===== src/rtl/iobus_uart_tx.sv =====
`default_nettype none
// ============================================================================
// Module   : iobus_uart_tx
// Purpose  : Memory-mapped 8N1 UART transmitter acting as an OTTER IOBUS
//            responder. CPU stores are decoded into register writes. Transmit
//            bytes are buffered in a small FIFO and serialized on TX. Status
//            is returned combinationally on IO_RD_DATA, and a registered level
//            interrupt can be raised when transmission has drained.
// Ports    : CLK         - system clock, rising edge active
//            RESET       - asynchronous active-low reset
//            IOBUS_ADDR  - CPU IO address
//            IOBUS_OUT   - CPU store data
//            IOBUS_WR    - store strobe, one write per high cycle
//            IO_RD_DATA  - register readback for the CPU's IOBUS_IN
//            TX          - serial output, idles high
//            INTR        - level interrupt request
// Registers: +0x0 TXDATA (wo), +0x4 STATUS (ro, write clears overflow),
//            +0x8 CTRL {irq_en, enable}, +0xC BAUDDIV[15:0]
// Revision : 1.0 - initial release
// ============================================================================
module iobus_uart_tx #(
   parameter logic [31:0] BASE_ADDR  = 32'h1100_0300,
   parameter int          FIFO_DEPTH = 8,
   parameter logic [15:0] DIV_RESET  = 16'd867
) (
   input  logic        CLK,
   input  logic        RESET,
   input  logic [31:0] IOBUS_ADDR,
   input  logic [31:0] IOBUS_OUT,
   input  logic        IOBUS_WR,
   output logic [31:0] IO_RD_DATA,
   output logic        TX,
   output logic        INTR
);

   localparam int             AW       = $clog2(FIFO_DEPTH);
   localparam int             CW       = AW + 1;
   localparam logic [CW-1:0]  FULL_CNT = CW'(FIFO_DEPTH);

   typedef enum logic [1:0] {
      ST_IDLE  = 2'd0,
      ST_START = 2'd1,
      ST_DATA  = 2'd2,
      ST_STOP  = 2'd3
   } state_t;

   // ------------------------------------------------------------------------
   // Address decode
   // ------------------------------------------------------------------------
   logic       in_win;
   logic [1:0] reg_sel;
   logic       wr_txdata, wr_status, wr_ctrl, wr_baud;

   assign in_win    = (IOBUS_ADDR[31:4] == BASE_ADDR[31:4]);
   assign reg_sel   = IOBUS_ADDR[3:2];
   assign wr_txdata = IOBUS_WR & in_win & (reg_sel == 2'd0);
   assign wr_status = IOBUS_WR & in_win & (reg_sel == 2'd1);
   assign wr_ctrl   = IOBUS_WR & in_win & (reg_sel == 2'd2);
   assign wr_baud   = IOBUS_WR & in_win & (reg_sel == 2'd3);

   // Byte-lane and sub-word address bits have no meaning for this block.
   logic unused_bits;
   assign unused_bits = ^{IOBUS_ADDR[1:0], IOBUS_OUT[31:16]};

   // ------------------------------------------------------------------------
   // Control registers and FIFO bookkeeping
   // ------------------------------------------------------------------------
   logic          enable_q, irq_en_q, ovf_q, ovf_d;
   logic [15:0]   baud_q;
   logic [7:0]    mem_q [FIFO_DEPTH];
   logic [AW-1:0] wr_ptr_q, rd_ptr_q;
   logic [CW-1:0] count_q, count_d;
   logic          full, empty, push, pop;

   state_t        state_q;
   logic [7:0]    shift_q;
   logic [15:0]   cnt_q;
   logic [2:0]    bit_idx_q;
   logic          tx_q, intr_q;

   assign full  = (count_q == FULL_CNT);
   assign empty = (count_q == '0);
   assign pop   = (state_q == ST_IDLE) & enable_q & ~empty;
   // A same-cycle pop frees a slot, so a push at full is still accepted.
   assign push  = wr_txdata & (~full | pop);

   always_comb begin
      count_d = count_q;
      case ({push, pop})
         2'b10:   count_d = count_q + CW'(1);
         2'b01:   count_d = count_q - CW'(1);
         default: count_d = count_q;
      endcase
   end

   always_comb begin
      ovf_d = ovf_q;
      if (wr_status) begin
         ovf_d = 1'b0;
      end else if (wr_txdata & full & ~pop) begin
         ovf_d = 1'b1;
      end
   end

   always_ff @(posedge CLK or negedge RESET) begin
      if (!RESET) begin
         enable_q <= 1'b0;
         irq_en_q <= 1'b0;
         baud_q   <= DIV_RESET;
         ovf_q    <= 1'b0;
         wr_ptr_q <= '0;
         rd_ptr_q <= '0;
         count_q  <= '0;
      end else begin
         if (wr_ctrl) begin
            enable_q <= IOBUS_OUT[0];
            irq_en_q <= IOBUS_OUT[1];
         end
         if (wr_baud) begin
            baud_q <= IOBUS_OUT[15:0];
         end
         ovf_q   <= ovf_d;
         count_q <= count_d;
         // Power-of-two depth: pointers wrap naturally.
         if (push) begin
            wr_ptr_q <= wr_ptr_q + AW'(1);
         end
         if (pop) begin
            rd_ptr_q <= rd_ptr_q + AW'(1);
         end
      end
   end

   // Storage needs no reset; occupancy is tracked by count_q.
   always_ff @(posedge CLK) begin
      if (push) begin
         mem_q[wr_ptr_q] <= IOBUS_OUT[7:0];
      end
   end

   // ------------------------------------------------------------------------
   // Transmit state machine. cnt_q counts down the remaining cycles of the
   // current bit and is reloaded from baud_q at every bit boundary, so a
   // BAUDDIV change lands on the next bit.
   // ------------------------------------------------------------------------
   always_ff @(posedge CLK or negedge RESET) begin
      if (!RESET) begin
         state_q   <= ST_IDLE;
         shift_q   <= 8'h00;
         cnt_q     <= 16'h0000;
         bit_idx_q <= 3'd0;
         tx_q      <= 1'b1;
         intr_q    <= 1'b0;
      end else begin
         intr_q <= irq_en_q & empty & (state_q == ST_IDLE);
         case (state_q)
            ST_IDLE: begin
               tx_q <= 1'b1;
               if (pop) begin
                  shift_q <= mem_q[rd_ptr_q];
                  cnt_q   <= baud_q;
                  tx_q    <= 1'b0;
                  state_q <= ST_START;
               end
            end
            ST_START: begin
               if (cnt_q == 16'h0000) begin
                  state_q   <= ST_DATA;
                  bit_idx_q <= 3'd0;
                  cnt_q     <= baud_q;
                  tx_q      <= shift_q[0];
               end else begin
                  cnt_q <= cnt_q - 16'd1;
               end
            end
            ST_DATA: begin
               if (cnt_q == 16'h0000) begin
                  cnt_q <= baud_q;
                  if (bit_idx_q == 3'd7) begin
                     state_q <= ST_STOP;
                     tx_q    <= 1'b1;
                  end else begin
                     // Present the next bit directly from shift_q[1] so TX
                     // changes in the same edge the shift happens.
                     shift_q   <= {1'b0, shift_q[7:1]};
                     tx_q      <= shift_q[1];
                     bit_idx_q <= bit_idx_q + 3'd1;
                  end
               end else begin
                  cnt_q <= cnt_q - 16'd1;
               end
            end
            ST_STOP: begin
               if (cnt_q == 16'h0000) begin
                  state_q <= ST_IDLE;
               end else begin
                  cnt_q <= cnt_q - 16'd1;
               end
            end
            default: begin
               state_q <= ST_IDLE;
               tx_q    <= 1'b1;
            end
         endcase
      end
   end

   assign TX   = tx_q;
   assign INTR = intr_q;

   // ------------------------------------------------------------------------
   // Combinational readback
   // ------------------------------------------------------------------------
   logic busy;
   assign busy = (state_q != ST_IDLE);

   always_comb begin
      IO_RD_DATA = 32'h0000_0000;
      if (in_win) begin
         case (reg_sel)
            2'd1:    IO_RD_DATA = {16'h0000, {(8-CW){1'b0}}, count_q,
                                   4'h0, ovf_q, busy, empty, full};
            2'd2:    IO_RD_DATA = {30'h0, irq_en_q, enable_q};
            2'd3:    IO_RD_DATA = {16'h0000, baud_q};
            default: IO_RD_DATA = 32'h0000_0000;
         endcase
      end
   end

endmodule
`default_nettype wire


===== config.mk =====
export PLATFORM = sky130hd
export DESIGN_NAME = iobus_uart_tx
export DESIGN_NICKNAME = d
export VERILOG_FILES = /design/src/rtl/iobus_uart_tx.sv
export SDC_FILE = /design/constraint.sdc
export NUM_CORES = 1
export LEC_CHECK = 0
export BUFFER_PORTS_ARGS = -buffer_cell sky130_fd_sc_hd__buf_2
export CORE_ASPECT_RATIO = 1.75
export CORE_MARGIN = 2
export CORE_UTILIZATION = 54
export CTS_BUF_LIST = sky130_fd_sc_hd__clkbuf_2
export CTS_CLUSTER_SIZE = 28
export DETAILED_ROUTE_END_ITERATION = 8
export GPL_ROUTABILITY_DRIVEN = 1
export GPL_TIMING_DRIVEN = 0
export PLACE_DENSITY_LB_ADDON = 0.25
export SYNTH_ARGS = -nofsm -noshare
export SYNTH_HDL_FRONTEND = slang
export SYNTH_SLANG_ARGS = --single-unit

===== constraint.sdc =====
create_clock -name CLK -period 4.1 [get_ports CLK]
set_clock_uncertainty 0.15 [all_clocks]
set_input_delay 0.615 -clock CLK [delete_from_list [all_inputs] [get_ports CLK]]
set_output_delay 0.615 -clock CLK [all_outputs]
set_load 0.02 [all_outputs]

==> impl.org <==
** Logic synthesis
- Avg Synthesized Cell Area :: 12.97 µm²
- For this run, the number of Yosys warnings is 0.
- Synthesis produced a netlist whose cell count is 465.
- Mapped Area :: 6031 µm²
- In this run, synthesis inferred 64 flip-flops with an integrated enable.
- In the synthesized netlist the async set-or-reset flop fraction comes to 48.39%.
- Count of distinct cell types in the synthesized netlist :: 65
- Sequential cells were found to cover 56.91% of the synthesized design area.
- Ys flop type :: sky130_fd_sc_hd__edfxtp_1
- Register bit total from synthesis :: 124

** Power
- Power Internal :: 1.811 mW
- Power spread over the standard cell area amounts to 331.1 nW/µm².
- Maximum VDD drop :: 0.0002293 V
- In this run, the clock network consumes 38.7% of the power.
- Of the total power, combinational logic draws 4.5%.
- In this run the power spent charging and discharging nets is 0.4972 mW.
- Static leakage :: 2.898 nW
- Register share of total power :: 56.9%
- Proportion of total power due to net switching :: 21.54%

** Clock network
- Clk_lat worst skew :: 660 ps
- Maximum buffer depth of the clock tree :: 2
- TritonCTS clock tree :: yes
- CTS Buf Count :: 17
- The root buffer cell chosen for the clock tree is sky130_fd_sc_hd__clkbuf_2.
- Clock-pin slew was measured on the worst setup and hold paths at 170 ps.
- Setup fix buffers added after clock tree synthesis :: 0
- CTS saw 124 sinks.
- CTS built an H-tree with a depth of 4.

** Final layout
- Layout net count :: 654
- Most common library cell in the layout ignoring fill and taps :: sky130_fd_sc_hd__buf_2
- Of the cells placed in the final design, the portion with a size suffix greater than 1 is 30.95%.
- The top cell types in the final layout, fill and taps aside, are 68 x sky130_fd_sc_hd__buf_2, 64 x sky130_fd_sc_hd__edfxtp_1, 53 x sky130_fd_sc_hd__dfrtp_1.
- Synthesis-to-finish area growth :: 15.62%

** GRT
- Wire length of the first global-routing pass :: 21.14 mm
- Total global-route track usage :: 23.25%
- The initial antenna violation count was 1.
- Entering global routing, the biggest net connects 61 pins.
- Global routing finished with a remaining overflow of 0.
- Number of global-route vias before repair :: 4195

** Setup path
- Worst Setup End Kind :: output pin
- On the worst path, the slowest cell contributes a delay of 610 ps.
- Data required time of the critical path :: 3340 ps
- Worst R2R Start :: state_q[1]$_DFFE_PN0P_
- Walking the worst path, the cells encountered are or4_4 > o21ai_0 > a22oi_1 > nor2_1 > buf_2.
- Number of buffer and inverter stages on the critical path :: 1
- Grouping stages by cell kind, the critical path spends the most delay in simple AND/OR/NAND/NOR gates.
- The worst setup path is of the reg2out kind.
- Of all nets on the critical path, the largest fanout is 8.
- On the critical path, the stage with the largest delay is an instance of sky130_fd_sc_hd__or4_4.
- Startpoint kind of the worst setup timing path :: flip-flop
- STA puts the critical path data arrival time at 2300 ps.
- In this run the worst setup path begins at count_q[0]$_DFFE_PN0P_.

** Run
- Max-cap viol count :: 0

** Place
- Routability-driven placement finished with a final weighted congestion of 0.9305.
- OpenSTA, run right after detailed placement, puts the worst setup slack at 213.3 ps.
- Once detailed placement completed, the half-perimeter wirelength came to 9.724 mm.
- In this run the tool buffered the top-level ports with 66 buffer cells.

** STA
- Setup repair after global routing left no endpoint under its margin.
- Timing would allow up to 326.3 MHz.
- Sum of negative setup slack :: 0 ps
- The clock period could shrink to 3065 ps.
- The number of failing hold endpoints at the final stage came to 0.
- Setup violations remaining at the end of the flow were counted as 0.
- The worst pin sits at a relative slew slack of 25.52%.
- The total count of max-transition violations in the final report was 0.
- Slew @ Worst Pin :: 1109 ps
- Dividing the final minimum period by the clock period gives 74.76%.
- Setup slack on the critical path of the routed design comes to 1035 ps.

** Floorplanning
- The floorplan step defined a core boundary enclosing 11040 µm².
- Pin placement for this block handled 101 I/O pins.
- In this run the vertical extent of the chip is 143.8 µm.
- Die Footprint :: 12060 µm²
- The initialized floorplan defines 51 standard-cell rows.
- For this configuration, the core starts out at a cell density of 54.63%.
- In this run the horizontal extent of the chip is 83.89 µm.

** Detailed routing
- Dividing the detail-routed via count by the number of cells gives 5.702.
- Total wirelength of the detailed-routed design :: 13.05 mm
- The routed layout has 4111 vias.
- WL per Instance :: 18.09 µm
- For this block, the initial DRC count from the detailed router was 148.
- Total DRC errors in the routed layout :: 0
- For this run, the detailed router's first-pass iteration total came to 7.
- The detail route stage leaves a number of antenna-violating nets equal to 0.

** Hold path
- The worst hold path begins at IOBUS_ADDR[2].
- Worst hold-check path type :: in2reg

** Run status
- Result of the run :: finished clean
==> power by group through the flow <==
stage          registers [mW]  clock network (mW)  logic (mW)
2_1_floorplan            1.34                   0      0.0456
3_3_place_gp             1.34                   0      0.0932
3_5_place_dp             1.34                   0      0.0965
4_1_cts                  1.31               0.909       0.102
5_1_grt                  1.31               0.956       0.114
6_report                 1.31               0.893       0.103
==> repair_timing <==
| item | CTS | global route |
|---|---|---|
| hold endpoints to repair | 8 | 53 |
| hold buffers | 8 | 1 |
| resized for setup | 0 | 0 |
==> final timing paths <==
path                                     endpoint  slack, ps  cells after the start
max                                 IO_RD_DATA[1]       1040                      5
min reg2reg                shift_q[4]$_DFFE_PN0P_        360                      1
max reg2reg                 mem_q[2][1]$_DFFE_PP_       1190                      7
min in group asynchronous   cnt_q[13]$_DFFE_PN0P_        390                      2
min                             ovf_q$_DFFE_PN0P_         70                      2
max in group asynchronous  shift_q[5]$_DFFE_PN0P_       2860                      2
==> Yosys cell counts, drive strengths merged (6+ instances only) <==
cell type  count  area [µm²]
dfrtp         53        1326
nor3          11       71.32
nor4          11       81.32
mux2i         14       140.1
a221o          8       80.08
nand2         44       165.2
dfstp          7       183.9
ha            12       150.1
buf           29       234.0
edfxtp        64        1922
mux4          16       360.4
and2          13       83.83
mux2          21       236.5
inv            6       22.52
a22oi          7       57.55
nor2          40       152.6
a21oi         14       81.33
o21ai         25       125.1
==> routing by layer <==
metal	global-route usage (%)	wire length [µm]
met2	42.95	7279
met3	4.940	544
met5	0	0
met1	24.02	4671
met4	13.50	550
==> flip-flops by register name, indices dropped and copies added, names as in the netlist <==
| name | flops |
|---|---|
| ovf_q | 1 |
| mem_q | 64 |
| cnt_q | 16 |
| baud_q | 16 |
| state_q | 2 |
| shift_q | 8 |
| enable_q | 1 |
| bit_idx_q | 3 |
| irq_en_q | 1 |
| TX | 1 |
| wr_ptr_q | 3 |
| INTR | 1 |
| count_q | 4 |
| rd_ptr_q | 3 |
==> logic make-up after synthesis <==
family | synth area share [%]
other | 0.06218
and+or+nand+nor | 13.61
AOI/OAI and AO/OA | 9.253
xor gates and xnor gates | 1.017
muxes | 12.22
adders and majority gates | 2.490
DFF | 56.91
buffers and inverters | 4.440
==> final cells by class <==
| cell class | instances | area [µm²] |
|---|---|---|
| diodes | 1 | 2.502 |
| plain buffers | 32 | 245.2 |
| flip-flops and latches | 124 | 3432 |
| multi-input cells | 318 | 2387 |
| clock inverters | 14 | 200.2 |
| clock buffers | 18 | 90.09 |
| repair buffers | 76 | 427.9 |
| fillers | 871 | 4066 |
| inverters | 6 | 22.52 |
| well taps | 132 | 165.2 |
==> per-stage QoR <==
| step | instance area, µm² | hold slack (ps) | total power [mW] | cells | utilization (%) |
|---|---|---|---|---|---|
| finish | 6973 | 70.43 | 2.309 | 721 | 63.16 |
| global route | 6973 | 27.60 | 2.384 | 721 | 63.16 |
| CTS | 6953 | 8.974 | 2.324 | 718 | 62.98 |
| detailed placement | 6583 | 350.5 | 1.434 | 678 | 59.63 |
| global placement | 6583 | 336.9 | 1.431 | 678 | 59.63 |
| floorplan | 6087 | 169.4 | 1.385 | 480 | - |
Power figures use the tool's default switching activity.
